<file path="src/rtl/logic_op_pipe.sv">
// logic_op_pipe: two-stage valid/ready pipeline computing AND/OR/XOR/NAND of a and b.
// Optional macro LOGIC_OP_PARITY_EN adds parity_out, a registered ^result.
module logic_op_pipe #(
  parameter int WIDTH = 4,
  parameter int CNT_W = 8
) (
  input  logic             clk,
  input  logic             rst,
  input  logic             in_valid,
  output logic             in_ready,
  input  logic [WIDTH-1:0] a,
  input  logic [WIDTH-1:0] b,
  input  logic [1:0]       op,
  output logic             out_valid,
  input  logic             out_ready,
  output logic [WIDTH-1:0] result,
  output logic             zero,
`ifdef LOGIC_OP_PARITY_EN
  output logic             parity_out,
`endif
  output logic [CNT_W-1:0] xfer_count
);

  typedef enum logic [1:0] {
    OP_AND  = 2'b00,
    OP_OR   = 2'b01,
    OP_XOR  = 2'b10,
    OP_NAND = 2'b11
  } opSel_e;

  logic             s1Valid_q, s1Valid_d;
  logic [WIDTH-1:0] s1A_q, s1A_d;
  logic [WIDTH-1:0] s1B_q, s1B_d;
  opSel_e           s1Op_q, s1Op_d;

  logic             s2Valid_q, s2Valid_d;
  logic [WIDTH-1:0] result_q, result_d;
  logic             zero_q, zero_d;
  logic [CNT_W-1:0] count_q, count_d;
`ifdef LOGIC_OP_PARITY_EN
  logic             parity_q, parity_d;
`endif

  logic             s2Adv;
  logic             inReady;
  logic             inFire;
  logic             outFire;
  logic [WIDTH-1:0] opResult;

  // S1 may move into S2 whenever S2 is empty or is being drained this cycle.
  always_comb begin
    s2Adv   = s1Valid_q & (~s2Valid_q | out_ready);
    inReady = ~s1Valid_q | s2Adv;
    inFire  = in_valid & inReady;
    outFire = s2Valid_q & out_ready;
  end

  always_comb begin
    opResult = '0;
    case (s1Op_q)
      OP_AND:  opResult = s1A_q & s1B_q;
      OP_OR:   opResult = s1A_q | s1B_q;
      OP_XOR:  opResult = s1A_q ^ s1B_q;
      OP_NAND: opResult = ~(s1A_q & s1B_q);
      default: opResult = '0;
    endcase
  end

  always_comb begin
    s1Valid_d = s1Valid_q;
    s1A_d     = s1A_q;
    s1B_d     = s1B_q;
    s1Op_d    = s1Op_q;
    s2Valid_d = s2Valid_q;
    result_d  = result_q;
    zero_d    = zero_q;
    count_d   = count_q;
`ifdef LOGIC_OP_PARITY_EN
    parity_d  = parity_q;
`endif

    if (inFire) begin
      s1Valid_d = 1'b1;
      s1A_d     = a;
      s1B_d     = b;
      s1Op_d    = opSel_e'(op);
    end else if (s2Adv) begin
      s1Valid_d = 1'b0;
    end

    // Result fields only load on advance, so they stay frozen while stalled.
    if (s2Adv) begin
      s2Valid_d = 1'b1;
      result_d  = opResult;
      zero_d    = ~|opResult;
`ifdef LOGIC_OP_PARITY_EN
      parity_d  = ^opResult;
`endif
    end else if (outFire) begin
      s2Valid_d = 1'b0;
    end

    if (outFire) begin
      count_d = count_q + 1'b1;
    end
  end

  always_ff @(posedge clk) begin
    if (rst) begin
      s1Valid_q <= 1'b0;
      s1A_q     <= '0;
      s1B_q     <= '0;
      s1Op_q    <= OP_AND;
      s2Valid_q <= 1'b0;
      result_q  <= '0;
      zero_q    <= 1'b0;
      count_q   <= '0;
`ifdef LOGIC_OP_PARITY_EN
      parity_q  <= 1'b0;
`endif
    end else begin
      s1Valid_q <= s1Valid_d;
      s1A_q     <= s1A_d;
      s1B_q     <= s1B_d;
      s1Op_q    <= s1Op_d;
      s2Valid_q <= s2Valid_d;
      result_q  <= result_d;
      zero_q    <= zero_d;
      count_q   <= count_d;
`ifdef LOGIC_OP_PARITY_EN
      parity_q  <= parity_d;
`endif
    end
  end

  assign in_ready   = inReady;
  assign out_valid  = s2Valid_q;
  assign result     = result_q;
  assign zero       = zero_q;
  assign xfer_count = count_q;
`ifdef LOGIC_OP_PARITY_EN
  assign parity_out = parity_q;
`endif

endmodule

</file>
<file path="config.mk">
export PLATFORM = sky130hd
export DESIGN_NAME = logic_op_pipe
export DESIGN_NICKNAME = d
export VERILOG_FILES = /design/src/rtl/logic_op_pipe.sv
export SDC_FILE = /design/constraint.sdc
export NUM_CORES = 1
export LEC_CHECK = 0
export BUFFER_PORTS_ARGS = -buffer_cell sky130_fd_sc_hd__buf_2
export CELL_PAD_IN_SITES_DETAIL_PLACEMENT = 1
export CELL_PAD_IN_SITES_GLOBAL_PLACEMENT = 2
export CORE_ASPECT_RATIO = 1.5
export CORE_MARGIN = 3
export CORE_UTILIZATION = 32
export CTS_CLUSTER_SIZE = 25
export DETAILED_ROUTE_END_ITERATION = 7
export PLACE_DENSITY_LB_ADDON = 0.15
export SLEW_MARGIN = 20
export SYNTH_ARGS = -nofsm -noshare
export SYNTH_HDL_FRONTEND = slang
export SYNTH_SLANG_ARGS = --single-unit
</file>
<file path="constraint.sdc">
create_clock -name clk -period 2.22 [get_ports clk]
set_input_delay 0.111 -clock clk [delete_from_list [all_inputs] [get_ports clk]]
set_output_delay 0.111 -clock clk [all_outputs]
set_load 0.01 [all_outputs]
</file>
==> impl_metrics.toml <==
[sta]
setup_viol = 0
max_freq_mhz = 560
max_slew_margin_pct = 67.8
whs_ps = 84.3
setup_tns_ps = 0
worst_pin_slew_ps = 483
period_needed_ps = 1780
fin_crit_sh_pct = 80.4
clock_skew_ps = 1.68
fin_ws_ps = 435
finalHoldViolCount = 0
rsz0062_at_grt = "no"
drv_slew = 0

[critical_path]
crit_start = "out_valid"
worstReg2RegStart = "out_valid"
crit_fanout = 12
endpoint_kind = "flip-flop"
arrival_ps = 1980
path_class = "flip-flop to flip-flop"
r2r_slack_ps = 440
reg2regPathDepth = 5
cp_data_required_time_ps = 2410
crit-reg2reg-capture = "s1A_q[1]"
crit_path_start_kind = "flip-flop"

[global_route]
grt_util_all_layers_pct = 14.0
grt_overflow = 0
grt_pass1_vias = 1128
use_met3_pct = 2.54
grt_max_degree = 26
met2_usage_pct = 26.3
antenna_found_initial = 0
grt.busiest_layer = "met2"
grt_pass1_wl_um = 4950
grtUsageMet1_pct = 14.9

[synth]
async_reset_ff_share_pct = 0
post-synth-top-area-fraction_pct = 41.5
ys_types = 22
synth_most_common_cell = "dfxtp_1"
synth_area_leader_cell = "dfxtp_1"
seq_area_frac_synth_pct = 41.5
ys.flop_type = "dfxtp_1"
synth_nets = 167
synth_area_um2 = 1210
yosysWarningCount = 0
synth.top_cells.by_area = "dfxtp_1, ha_1, a21oi_1, mux2i_1, nand3_1"
synth_top_cells_by_count = "dfxtp_1, a21oi_1, nand2_1, nor2_1, nand3_1"
syn_inst = 144
synth_area_per_cell_um2 = 8.38
synth-seq-cells = 25
synth_edf_count = 0

[cts]
post_cts_buffers = 0
htreeDepth = 1
cts_buffers = 3
path_clk_slew_ps = 80
postCtsHoldBufs = 0
cts_tree = "built"
clock-sinks = 25
ctsResizeCount = 0
clkLatencyLatePin_ps = 270
clockBufferDepth = 2
cts_root_buf = "clkbuf_8"

[die]
start_util_pct = 34.3
core_area_um2 = 3510
rows = 26
dieHeight_um = 81.2
pin_count = 29
fp.dieW_um = 56.1
die_area_um2 = 4560

[drt]
drt_first_pass_iters = 4
route.vias.total = 1059
drcViolationCount = 0
vias_per_cell = 5.02
drt_wl_total_um = 2920
ant_nets = 0
post_drt_wl_per_cell_um = 13.8
first_iter_violations = 11

[placement]
dp_slack_ps = 438
port_buffers = 28
gp_congestion = 0.735
dp_cells = 207
dpl.hpwl_um = 2250

[outcome]
status = "complete, no violations"

[pwr]
ir_drop_mv = 0.417
power_density_nw_per_um2 = 600
p_leak_nw = 0.606

[finish]
area_delta_synth_final_pct = 17.6
finalNonFillerCells = 211
fin_nets = 193
drive_gt1_share_pct = 21.3
diodes = 0
fin_util_pct = 40.4

[hold_path]
holdCritPathClass = "input pin to flip-flop"
min_to = "s1B_q[3]"
hp-start = "b[3]"
whs_path_depth = 3

[job]
drv_cap = 0
==> kinds of logic (layout without fill, tap and decap cells) <==
| logic type | count (synthesis) | after routing | synth area share (%) |
|---|---|---|---|
| flip-flops | 25 | 25 | 41.5 |
| buffers and inverters | 18 | 43 | 5.81 |
| multiplexers | 12 | 12 | 10.4 |
| adder cells (fa/ha/maj) | 9 | 9 | 9.34 |
| AND/OR/NAND/NOR | 56 | 56 | 20.9 |
| XOR/XNOR | 6 | 6 | 4.36 |
| AO/OA/AOI/OAI | 18 | 18 | 7.78 |
==> sequential cells by signal, summed over array words and instances, names as in the netlist <==
| register | cells |
|---|---|
| out_valid | 1 |
| result | 4 |
| s1A_q | 4 |
| s1B_q | 4 |
| s1Op_q | 2 |
| s1Valid_q | 1 |
| xfer_count | 8 |
| zero | 1 |
==> worst max path at each step <==
stage,endpoint,cells past startpoint
after global placement,s1A_q[2],5
after CTS,s1A_q[1],5
final,s1A_q[1],5
after global routing,s1A_q[1],5
after floorplan,zero,6
after detailed placement,s1A_q[1],5
==> area by class of cell <==
type                            instances  area (µm²)
Fill cell                             444        2090
Multi-Input combinational cell        101         636
Sequential cell                        25         500
Timing Repair Buffer                   29         148
Tap cell                               42        52.6
Clock buffer                            4        45.0
Inverter                               10        37.5
==> layer usage <==
layer,up-vias,share of wire (%),routed length (µm)
met5,-,0,0
met4,0,1.9,55
met3,5,3.8,112
met2,19,57,1650
met1,509,38,1100
li1,526,-,-
==> report_power, final <==
group	internal (W)	switching [W]	leakage [nW]	total [W]
registers	0.000466	0.0000157	0.204	0.000481
logic	0.0000466	0.0000556	0.379	0.000102
clock network	0.000128	0.000140	0.0228	0.000268
total	0.000640	0.000211	0.606	0.000851
==> through the flow <==
stage / total power (W) / area, µm²
after floorplan: 0.000558 / 1210
after global placement: 0.000595 / 1370
after detailed placement: 0.000597 / 1370
after CTS: 0.000873 / 1420
after global routing: 0.000903 / 1420
final: 0.000851 / 1420
==> placed cells by master (no fill, tap or decap), types with 2 or more instances in the layout <==
master	netlist	layout
mux2i_1	8	8
nor2_1	16	16
mux2_2	4	4
nand2b_1	3	3
ha_1	9	9
xor2_1	4	4
dfxtp_1	25	25
xnor2_1	2	2
buf_2	2	28
nor2b_1	2	2
inv_1	10	10
a21oi_1	16	16
nand3_1	15	15
nand2_1	16	16
clkbuf_8	0	3
==> critical path: stages, from the launching register on <==
cell,delay [ps]
dfxtp_1,420
nor2b_1,270
nand2_1,320
nand2_1,440
nand2_1,100
a21oi_1,170
No activity file was read; power rests on OpenSTA's default activity.
